## src/rtl/lcd_bus_reader.sv

```systemverilog
// Read-cycle controller for an HD44780-style character LCD on the 8-bit bus.
// Performs single RW=1 reads (busy flag + address counter, or data RAM) and can
// poll the busy flag until it clears, bounded by a retry limit. While a read is
// in flight it claims RS/RW/E through o_bus_own so the write path backs off.
module lcd_bus_reader #(
    parameter int unsigned SETUP_CLKS = 3,    // RS/RW stable to E rise, >= 1
    parameter int unsigned E_HI_CLKS  = 25,   // E high time, >= 2
    parameter int unsigned E_LO_CLKS  = 25,   // E low / hold time, >= 1
    parameter int unsigned MAX_POLLS  = 4096  // busy-flag reads before timeout, >= 1
) (
    input  logic       i_clk,
    input  logic       i_rst_n,
    input  logic       i_req,
    input  logic       i_rs,
    input  logic       i_poll,
    input  logic [7:0] i_db,
    output logic       o_rs,
    output logic       o_rw,
    output logic       o_e,
    output logic       o_bus_own,
    output logic       o_busy,
    output logic       o_valid,
    output logic [7:0] o_data,
    output logic       o_bf,
    output logic [6:0] o_ac,
    output logic       o_timeout
);

    localparam int unsigned DLY_MAX_AB = (SETUP_CLKS > E_HI_CLKS) ? SETUP_CLKS : E_HI_CLKS;
    localparam int unsigned DLY_MAX    = (DLY_MAX_AB > E_LO_CLKS) ? DLY_MAX_AB : E_LO_CLKS;
    // The delay counter only ever holds N-1, so clog2(max) bits are enough
    localparam int unsigned DW = (DLY_MAX > 1) ? $clog2(DLY_MAX) : 1;
    localparam int unsigned PW = $clog2(MAX_POLLS + 1);

    localparam logic [DW-1:0] SETUP_LAST = DW'(SETUP_CLKS - 1);
    localparam logic [DW-1:0] EHI_LAST   = DW'(E_HI_CLKS - 1);
    localparam logic [DW-1:0] ELO_LAST   = DW'(E_LO_CLKS - 1);
    localparam logic [PW-1:0] POLL_LIMIT = PW'(MAX_POLLS);

    typedef enum logic [2:0] {
        StIdle,
        StAddrSetup,
        StEHi,
        StELo,
        StDone
    } state_t;

    state_t        state_q;
    logic [DW-1:0] dly_cnt_q;
    logic [PW-1:0] poll_cnt_q;
    logic          poll_q;

    // Read sequencer: state, counters and every registered bus/status output
    always_ff @(posedge i_clk or negedge i_rst_n) begin
        if (!i_rst_n) begin
            state_q    <= StIdle;
            dly_cnt_q  <= '0;
            poll_cnt_q <= '0;
            poll_q     <= 1'b0;
            o_rs       <= 1'b0;
            o_rw       <= 1'b0;
            o_e        <= 1'b0;
            o_bus_own  <= 1'b0;
            o_busy     <= 1'b0;
            o_valid    <= 1'b0;
            o_data     <= '0;
            o_timeout  <= 1'b0;
        end else begin
            o_valid <= 1'b0;
            case (state_q)
                StIdle: begin
                    if (i_req) begin
                        state_q    <= StAddrSetup;
                        dly_cnt_q  <= '0;
                        poll_cnt_q <= '0;
                        // Polling only makes sense on the busy-flag register
                        poll_q     <= i_poll & ~i_rs;
                        o_rs       <= i_rs;
                        o_rw       <= 1'b1;
                        o_bus_own  <= 1'b1;
                        o_busy     <= 1'b1;
                        o_timeout  <= 1'b0;
                    end
                end
                StAddrSetup: begin
                    if (dly_cnt_q == SETUP_LAST) begin
                        state_q   <= StEHi;
                        dly_cnt_q <= '0;
                        o_e       <= 1'b1;
                    end else begin
                        dly_cnt_q <= dly_cnt_q + 1'b1;
                    end
                end
                StEHi: begin
                    if (dly_cnt_q == EHI_LAST) begin
                        // Bus is sampled on the last E-high cycle, i.e. as E falls
                        state_q    <= StELo;
                        dly_cnt_q  <= '0;
                        o_e        <= 1'b0;
                        o_data     <= i_db;
                        poll_cnt_q <= poll_cnt_q + 1'b1;
                    end else begin
                        dly_cnt_q <= dly_cnt_q + 1'b1;
                    end
                end
                StELo: begin
                    if (dly_cnt_q == ELO_LAST) begin
                        dly_cnt_q <= '0;
                        if (poll_q && o_data[7] && (poll_cnt_q < POLL_LIMIT)) begin
                            state_q <= StAddrSetup;
                        end else begin
                            state_q   <= StDone;
                            o_valid   <= 1'b1;
                            o_rs      <= 1'b0;
                            o_rw      <= 1'b0;
                            o_bus_own <= 1'b0;
                            // Still busy after the last permitted read means timeout
                            o_timeout <= poll_q & o_data[7];
                        end
                    end else begin
                        dly_cnt_q <= dly_cnt_q + 1'b1;
                    end
                end
                StDone: begin
                    state_q <= StIdle;
                    o_busy  <= 1'b0;
                end
                default: begin
                    state_q <= StIdle;
                end
            endcase
        end
    end

    // Busy-flag / address-counter views of the last sampled byte
    always_comb begin
        o_bf = o_data[7];
        o_ac = o_data[6:0];
    end

endmodule

```

## config.mk

```make
export PLATFORM = sky130hd
export DESIGN_NAME = lcd_bus_reader
export DESIGN_NICKNAME = d
export VERILOG_FILES = /design/src/rtl/lcd_bus_reader.sv
export SDC_FILE = /design/constraint.sdc
export NUM_CORES = 1
export LEC_CHECK = 0
export BUFFER_PORTS_ARGS = -buffer_cell sky130_fd_sc_hd__buf_4
export CORE_MARGIN = 10
export CORE_UTILIZATION = 59
export CTS_BUF_LIST = sky130_fd_sc_hd__clkbuf_8 sky130_fd_sc_hd__clkbuf_16
export CTS_CLUSTER_DIAMETER = 60
export DETAILED_ROUTE_END_ITERATION = 10
export HOLD_SLACK_MARGIN = 0.08
export PLACE_DENSITY = 0.82
export SYNTH_ARGS = -nofsm -noshare
export SYNTH_HDL_FRONTEND = slang
export SYNTH_SLANG_ARGS = --single-unit
```

## constraint.sdc

```tcl
create_clock -name i_clk -period 3.4 [get_ports i_clk]
set_clock_uncertainty 0.2 [all_clocks]
set_input_delay 0.34 -clock i_clk [delete_from_list [all_inputs] [get_ports i_clk]]
set_output_delay 0.34 -clock i_clk [all_outputs]
set_load 0.05 [all_outputs]
```

# == Yosys cells after proc, flatten, opt, wreduce, memory -nomap -nowiden ==
# Cells that the tools add are included.
# classes
n_div,0
n_addsub,2
n_bitwise,3
multipliers,0
reduce_logical,17
n_shift,0
eq_ne,11
n_mux,30
magnitude_cmp,1
# op_table
cell,n
$mux W13,2
$pmux W13 S2,1
$mux W3,5
$mux W5,3
$pmux W5 S3,1
$add A13 B1 Y13 const B,1
$lt A13 B13 Y1 const B,1
$mux W1,12
$pmux W3 S4,1
$ne A2 B2 Y1 const B,5
$pmux W1 S2,5
$reduce_and A2 Y1,4
$reduce_and A4 Y1,2
$reduce_bool A2 Y1,4
$eq A3 B2 Y1 const B,2
$reduce_and A3 Y1,2
$add A5 B1 Y5 const B,1
$eq A5 B2 Y1 const B,1
$eq A5 B5 Y1 const B,1
$eq A3 B1 Y1 const B,1
$eq A3 B3 Y1 const B,1
$logic_not A3 Y1,1
$reduce_bool A3 Y1,1
$and A1 B1 Y1,2
3 further kinds,4
# word_totals
mem_count,0
rom_bits,0
regBits,36
latch_bits,0
ram_bits,0

# == Longest topological paths before layout ==
# Gate-level depths: netlist of the first run.
# depth
word_depth,5
depth_mapped,7
mapped_depth_nobuf,6

# == Worst setup path before layout of the first run ==
# OpenSTA, ideal clock, no wires.
# synth_timing
kind,register to register
from,register dly_cnt_q[0]
to,register poll_cnt_q[8]
synth_period_minus_slack_ns,1.942
required_ns,3.121
arrival_ns,1.663
path_slack_ns,1.458
path_stages_with_launch,7
path_buffers,0
cell_sequence,dfrtp_1 > inv_1 > ha_1 > and4b_2 > nand3_2 > or4_1 > a21oi_1
# synth_between
elab_chain_cells,3
# synth_rtl
element,line,rtl
from (decl),49,logic [DW-1:0] dly_cnt_q;
from (signal assigned),91,dly_cnt_q <= dly_cnt_q + 1'b1;
from (signal assigned),103,dly_cnt_q <= dly_cnt_q + 1'b1;
from (signal assigned),121,dly_cnt_q <= dly_cnt_q + 1'b1;
$eq A5 B5 Y1,95,if (dly_cnt_q == EHI_LAST) begin
$ne A2 B2 Y1 (no source line),n/a,
$reduce_and A3 Y1 (no source line),n/a,
to (signal assigned),101,poll_cnt_q <= poll_cnt_q + 1'b1;
to (decl),50,logic [PW-1:0] poll_cnt_q;
# Every way passes these cells.
# A chain may end at the register's enable or synchronous reset.

# == Worst setup path after layout of the first run ==
# Same ends and word-level chain as after synthesis.

==> results of run 1 <==
[sequential cells by signal, indices dropped and copies added, names as in the netlist]
name        count
dly_cnt_q       5
o_bus_own       1
o_busy          1
o_data          8
o_e             1
o_rs            1
o_timeout       1
o_valid         1
poll_cnt_q     13
poll_q          1
state_q         3
[metrics by stage]
stage               setup WS (ns)  hold slack, ns  total power, uW  instance area (sq um)  utilization
global route                0.969           0.117             1530                   2340        0.759
floorplan                    1.46          -0.156              957                   1900            -
CTS                          1.13          0.0899             1460                   2340        0.759
global placement             1.23           0.118             1040                   2130        0.691
detailed placement           1.14           0.125             1060                   2130        0.691
finish                       1.12          0.0919             1450                   2340        0.759
[kinds of logic after synthesis]
logic type      after synthesis
compound gates               31
xor+xnor                      6
fa+ha+maj                     4
buf+inv                      19
flops                        36
mux                           3
simple gates                 93
[cells in the mapped netlist (2+ instances only)]
| cell | n |
|---|---|
| nand2_1 | 44 |
| dfrtp_1 | 36 |
| a21oi_1 | 9 |
| buf_4 | 9 |
| o21ai_0 | 9 |
| nor2_1 | 7 |
| inv_1 | 5 |
| nand3_1 | 5 |
| o31ai_1 | 5 |
| ha_1 | 4 |
| nor4_1 | 4 |
| or4_1 | 4 |
| xnor2_1 | 4 |
| clkbuf_1 | 3 |
| nor2_2 | 3 |
| nor3_1 | 3 |
| or2_2 | 3 |
| buf_6 | 2 |
| mux2i_1 | 2 |
| nand3b_1 | 2 |
| nand4_1 | 2 |
| nor4_4 | 2 |
| nor4b_1 | 2 |
| o22ai_1 | 2 |
| xor2_1 | 2 |
[power breakdown]
part	leakage [uW]	total, uW	switching (uW)	internal [uW]
Combinational	0.000553	514	335	179
Sequential	0.000437	559	77.3	481
Clock	0.0000541	379	162	217
[tightest hold or removal path, stage by stage]
cell and delay [ns]:
buf_4 0.08, nand3b_1 0.07, nand2_1 0.07
[routing by layer]
metal,vias to the layer above,share of wire
met3,8,0.053
met1,759,0.40
met2,50,0.53
met5,-,0
met4,0,0.017
li1,743,-
[final cells by class]
class / count / area (sq um)
Timing Repair Buffer: 46 / 370
Tap cell: 44 / 55.1
Clock buffer: 5 / 68.8
Clock inverter: 3 / 42.5
Inverter: 5 / 18.8
Sequential cell: 36 / 901
Multi-Input combinational cell: 137 / 881
Fill cell: 217 / 741
[final timing paths]
check | start | end | slack, ns | cells past startpoint
max in group asynchronous | i_rst_n | poll_cnt_q[11]$_DFFE_PN0P_ | 2.34 | 2
min in group asynchronous | i_rst_n | o_data[6]$_DFFE_PN0P_ | 0.33 | 2
worst min-delay path | i_poll | poll_q$_DFFE_PN0P_ | 0.09 | 3
worst max-delay path | dly_cnt_q[0]$_DFFE_PN0P_ | poll_cnt_q[8]$_DFFE_PN0P_ | 1.12 | 6
worst max register to register | dly_cnt_q[0]$_DFFE_PN0P_ | poll_cnt_q[8]$_DFFE_PN0P_ | 1.12 | 6
worst min register to register | poll_q$_DFFE_PN0P_ | poll_q$_DFFE_PN0P_ | 0.28 | 2
[cell usage in the layout, fill, tap and decap left out, types with 4 or more instances in the layout]
cell,netlist,final
a21oi_1,9,9
buf_4,9,36
clkbuf_8,0,5
dfrtp_1,36,36
dlygate4sd3_1,0,10
ha_1,4,4
inv_1,5,5
nand2_1,44,44
nand3_1,5,5
nor2_1,7,7
nor4_1,4,4
o21ai_0,9,9
o31ai_1,5,5
or4_1,4,4
xnor2_1,4,4
==> qor.yml, run 1 <==
yosys:
  syn_avg_cell_area_sq_um: 9.91
  synth-xor-area-share: 0.0276
  ys.warnings.count: 0
  synth_ff_type: "dfrtp_1"
  synth_top_cell_area_share: 0.474
  synth_compound_gate_area_share: 0.110
  synth_enable_flop_cells: 0
  synth.largest_area_cell: "dfrtp_1"
  synthesis.nets: 209
  synth-adder-area-share: 0.0263
  post_synth_main_area_contributors: "dfrtp_1, nand2_1, buf_4"
  synth_cells: 192
  yosysSeqAreaShare: 0.474
  largest_family_of_logic_cells_by_synthesized_area: "simple AND/OR/NAND/NOR gates"
  synth_area_sq_um: 1900
  synth_async_sr_flop_share: 1.00
  share_of_cell_area_taken_by_muxes_after_synthesis: 0.0164
  synth_simple_gate_area_share: 0.283
  ys_ff_latch: 36
  synthDistinctLibCells: 44
worst_setup_path:
  crit_start_category: "register"
  critical-path-top-delay-family: "simple AND/OR/NAND/NOR gates"
  largest_stage_delay_worst_path_ns: 0.57
  worst_ep_arrival_time_ns: 2.30
  critical_path.endpoint_type: "register"
  cpMaxStageDelayCell: "or4_1"
  critPathRequiredTime_ns: 3.42
  worst-path-buf-inv: 1
  worst-path-max-fanout: 13
  timing.setup.critical_path_class: "reg -> reg"
  timing.critical_path.cells: "inv_1 -> ha_1 -> and4b_2 -> nand3_2 -> or4_1 -> a21oi_1"
grt:
  maximum_number_of_pins_on_one_net_before_global_route_repair: 37
  number_of_global_route_vias_before_repair: 1612
  use_met2: 0.296
  grt.met3_usage: 0.0431
  grt_first_pass_wirelength_um: 7820
  gr-usage-met1: 0.173
  global_route.peak_usage_layer: "met2"
  grt.total_usage: 0.163
  grt_antenna_before_repair: 0
  grt_overflow: 0
route:
  vias: 1560
  route.antenna.remaining_nets: 0
  postRouteWirelength_um: 4640
  vias_per_cell: 5.65
  first_pass_drt_iterations: 4
  routedWlPerCell_um: 16.8
  route.detailed.drc: 0
  detail_route.iter0.violations: 119
timing:
  report.final.setup_viol: 0
  maxClockFrequency_mhz: 439
  timing_max_transition_violations_final: 0
  final.setup.tns_ns: 0
  clock_period_minus_final_worst_setup_slack_ns: 2.28
  final-hold-violation-count: 0
  unrepaired_setup_endpoints_after_global_routing: "false"
  slew_headroom: 0.589
  timing_worst_slew_pin_value_ns: 0.607
  period_share: 0.670
hold_path:
  holdCritPathClass: "in -> reg"
clocking:
  path_clk_slew_ns: 0.07
  htreeDepth: 2
  post_cts_buffers: 0
  cts_root_buffer: "clkbuf_8"
  insertion_delay_ns: 0.30
  post_cts_resize_count: 0
  postCtsHoldBufs: 10
  tritoncts: "yes"
  cts_sinks: 36
  max_root_sink_buffers: 2
  tritoncts.num_buffers: 5
floorplan:
  die-height_um: 76.8
  dieArea_sq_um: 5890
  core-area_sq_um: 3080
  ioPinCount: 36
  row_count: 20
  floorplan.die.width_um: 76.8
  start_util: 0.618
place:
  place.port_buffers: 35
  placed_instance_count: 258
  detailed_place_hpwl_um: 3180
  gp_routability_congestion: 0.929
outcome:
  status: "finished, final reports clean"
layout:
  drive_gt1_frac: 0.259
  syn2layout_area_growth_pct: 22.9
  finalNonFillerCells: 276
  antennaDiodeCount: 0
  finish.net_count: 248
flow_run:
  timing.max_cap.violations: 0
power:
  vdd_drop_max_v: 0.000411
  power_per_cell_area_nw_per_um2: 621
  power_leakage_uw: 0.00104
No activity file was read; power rests on OpenSTA's default activity.
==> run 2, diff against run 1 <==
Settings changed: ABC_AREA from default to 1, CORE_UTILIZATION 59 to 55, PLACE_DENSITY 0.82 to 0.77.
Clock period 3.4 ns to 2.4 ns, I/O delays scaled along.
==> qor.yml, run 2 <==
clocking:
  tritoncts: "yes"  # unchanged
  insertion_delay_ns: 0.29  # was 0.30 ns
  cts_sinks: 36  # unchanged
  post_cts_resize_count: 0  # unchanged
  htreeDepth: 2  # unchanged
  cts_root_buffer: "clkbuf_8"  # unchanged
  tritoncts.num_buffers: 5  # unchanged
  path_clk_slew_ns: 0.07  # about the same
  max_root_sink_buffers: 2  # unchanged
worst_setup_path:
  worst-path-max-fanout: 14  # was 13
  cpMaxStageDelayCell: "nor2_2"  # was or4_1
  largest_stage_delay_worst_path_ns: 0.45  # was 0.57 ns
  worst-path-buf-inv: 1  # unchanged
  worst_ep_arrival_time_ns: 1.98  # was 2.30 ns
  crit_path_start: "dly_cnt_q[0]$_DFFE_PN0P_"  # unchanged
  r2r-start: "dly_cnt_q[0]$_DFFE_PN0P_"  # unchanged
  critical-path-top-delay-family: "simple AND/OR/NAND/NOR gates"  # unchanged
  timing.critical_path.cells: "inv_1 -> ha_1 -> nand4_2 -> nor2_2 -> o21ai_0 -> a21oi_1"  # was inv_1 -> ha_1 -> and4b_2 -> nand3_2 -> or4_1 -> a21oi_1
  critPathRequiredTime_ns: 2.41  # was 3.42 ns
  timing.setup.critical_path_class: "reg -> reg"  # unchanged
  crit_start_category: "register"  # unchanged
  critical_path.endpoint_type: "register"  # unchanged
yosys:
  ys.warnings.count: 0  # unchanged
  ys_ff_latch: 36  # unchanged
  synth.largest_area_cell: "dfrtp_1"  # unchanged
  synth_ff_type: "dfrtp_1"  # unchanged
  synth_async_sr_flop_share: 1.00  # unchanged
  synthDistinctLibCells: 23  # was 44
  synthTopCellsByCount: "nand2_1, dfrtp_1, inv_1, nor2_1, nand3_1"  # was nand2_1, dfrtp_1, a21oi_1, buf_4, o21ai_0
  synth_cells: 251  # was 192
  yosysSeqAreaShare: 0.465  # was 0.474
  syn_avg_cell_area_sq_um: 7.72  # was 9.91 sq um
  post_synth_main_area_contributors: "dfrtp_1, nand2_1, nand3_1"  # was dfrtp_1, nand2_1, buf_4
  yosysMostFrequentCell: "nand2_1"  # unchanged
  synthesis.nets: 268  # was 209
  synth_enable_flop_cells: 0  # unchanged
  synth_area_sq_um: 1940  # was 1900 sq um
  synth_top_cell_area_share: 0.465  # was 0.474
power:
  vdd_drop_max_v: 0.000778  # was 0.000411 V
  clockPowerShare: 0.155  # was 0.261
  power_switching_share: 0.490  # was 0.396
  switchingPower_uw: 1270  # was 575 uW
  power_leakage_uw: 0.00120  # was 0.00104 uW
  combinationalPowerShare: 0.492  # was 0.354
  power_report.internal_total_uw: 1320  # was 877 uW
  pwr-share-seq: 0.353  # was 0.385
  power_per_cell_area_nw_per_um2: 1100  # was 621 nW/um^2
grt:
  grt_overflow: 0  # unchanged
  number_of_global_route_vias_before_repair: 1670  # was 1612
  grt_first_pass_wirelength_um: 7580  # was 7820 um
  maximum_number_of_pins_on_one_net_before_global_route_repair: 37  # unchanged
  grt_antenna_before_repair: 0  # unchanged
  grt.total_usage: 0.149  # was 0.163
layout:
  reg.largest.list: "poll_cnt_q: 13 flops, o_data: 8 flops, dly_cnt_q: 5 flops"  # unchanged
  largest_register_ffs: 13  # unchanged
  syn2layout_area_growth_pct: 21.6  # was 22.9%
  regMostFlops: "poll_cnt_q"  # unchanged
  antennaDiodeCount: 0  # unchanged
  layout.core_utilization: 0.700  # was 0.759
  mostFrequentLayoutCell: "nand2_1"  # unchanged
  finish.net_count: 310  # was 248
  layout_common_cells: "nand2_1, dfrtp_1, buf_4"  # unchanged
  drive_gt1_frac: 0.167  # was 0.259
timing:
  timing_worst_slew_pin_value_ns: 0.509  # was 0.607 ns
  unrepaired_setup_endpoints_after_global_routing: "false"  # unchanged
  period_share: 0.818  # was 0.670
  slew_headroom: 0.660  # was 0.589
  report.final.setup_viol: 0  # unchanged
  final-hold-violation-count: 0  # unchanged
  final.setup.tns_ns: 0  # unchanged
  clock_period_minus_final_worst_setup_slack_ns: 1.96  # was 2.28 ns
  maxClockFrequency_mhz: 509  # was 439 MHz
  timing_max_transition_violations_final: 0  # unchanged
route:
  first_pass_drt_iterations: 4  # unchanged
  routedWlPerCell_um: 13.0  # was 16.8 um
  wl_met3_um: 378  # was 245 um
  route.detailed.drc: 0  # unchanged
  m1WireLength_um: 2120  # was 1850 um
  detailroute.wirelength.met2_um: 1870  # was 2470 um
  postRouteWirelength_um: 4410  # was 4640 um
  vias_per_cell: 5.04  # was 5.65
  route.antenna.remaining_nets: 0  # unchanged
  detail_route.iter0.violations: 153  # was 119
  vias: 1709  # was 1560
  route.top_layer_used: "met4"  # unchanged
floorplan:
  start_util: 0.576  # was 0.618
  ioPinCount: 36  # unchanged
  row_count: 21  # was 20
  floorplan.die.width_um: 79.3  # was 76.8 um
  die-height_um: 79.3  # was 76.8 um
  dieArea_sq_um: 6290  # was 5890 sq um
  core-area_sq_um: 3360  # was 3080 sq um
hold_path:
  holdCritPathClass: "in -> reg"  # unchanged
  hold_path_startpoint: "i_req"  # was i_poll
outcome:
  status: "finished, final reports clean"  # unchanged
flow_run:
  timing.max_cap.violations: 0  # unchanged
place:
  gp_routability_congestion: 0.842  # was 0.929
  detailed_place_hpwl_um: 3130  # was 3180 um
  place.port_buffers: 35  # unchanged
==> run 2: cell families (layout without fill, tap and decap cells) <==
kind of cell,Yosys count,count (layout),share of synthesized area
buf+inv,36,78,0.0963
fa+ha+maj,4,4,0.0258
xor+xnor,2,2,0.00905
compound gates,18,18,0.0504
simple gates,155,155,0.353
flops,36,36,0.465
==> run 2: path summary, 6_finish.rpt <==
kind | endpoint | slack (ns) | cells past startpoint
worst min-delay path | o_bus_own$_DFFE_PN0P_ | 0.13 | 3
worst max register to register | o_e$_DFFE_PN0P_ | 0.44 | 6
min in group asynchronous | o_data[2]$_DFFE_PN0P_ | 0.24 | 2
worst min register to register | o_rs$_DFFE_PN0P_ | 0.28 | 2
worst max-delay path | o_e$_DFFE_PN0P_ | 0.44 | 6
max in group asynchronous | dly_cnt_q[1]$_DFFE_PN0P_ | 1.44 | 2
==> run 2: final cells by class <==
class,instances,area (sq um)
inverters,25,96.3
fillers,286,1010
repair buffers,46,373
well taps,46,57.6
flip-flops and latches,36,901
clock inverters,2,8.76
clock buffers,5,68.8
multi-input cells,179,850
==> run 2: what timing repair did <==
action,4_1_cts,5_1_grt
hold buffers,11,0
endpoints found under the hold margin,46,0
buffers inserted,0,0
==> run 2: layer usage <==
layer	GRT usage	vias to the layer above
li1	-	882
met1	0.186	769
met2	0.229	53
met3	0.0473	5
met4	0.0645	0
met5	0	-
==> run 2: power groups by stage <==
stage,combinational (uW),sequential [uW],clock (uW)
2_1_floorplan,753,1130,0
3_5_place_dp,1260,918,0
5_1_grt,1390,935,435
6_report,1280,914,402
4_1_cts,1290,911,409
3_3_place_gp,1240,918,0
==> run 2: worst min-delay path, stage by stage <==
cell     delay, ns
buf_4         0.12
nand3_2       0.16
nand2_1       0.07
==> run 2: stage by stage <==
stage	setup slack (ns)	hold slack [ns]	cells	instance area, sq um	power [uW]
3_5_place_dp	0.455	0.0212	321	2170	2180
6_report	0.436	0.132	339	2350	2590
3_3_place_gp	0.542	0.0205	321	2170	2160
4_1_cts	0.441	0.131	339	2350	2610
5_1_grt	0.154	0.152	339	2350	2760
2_1_floorplan	0.778	-0.256	251	1940	1880
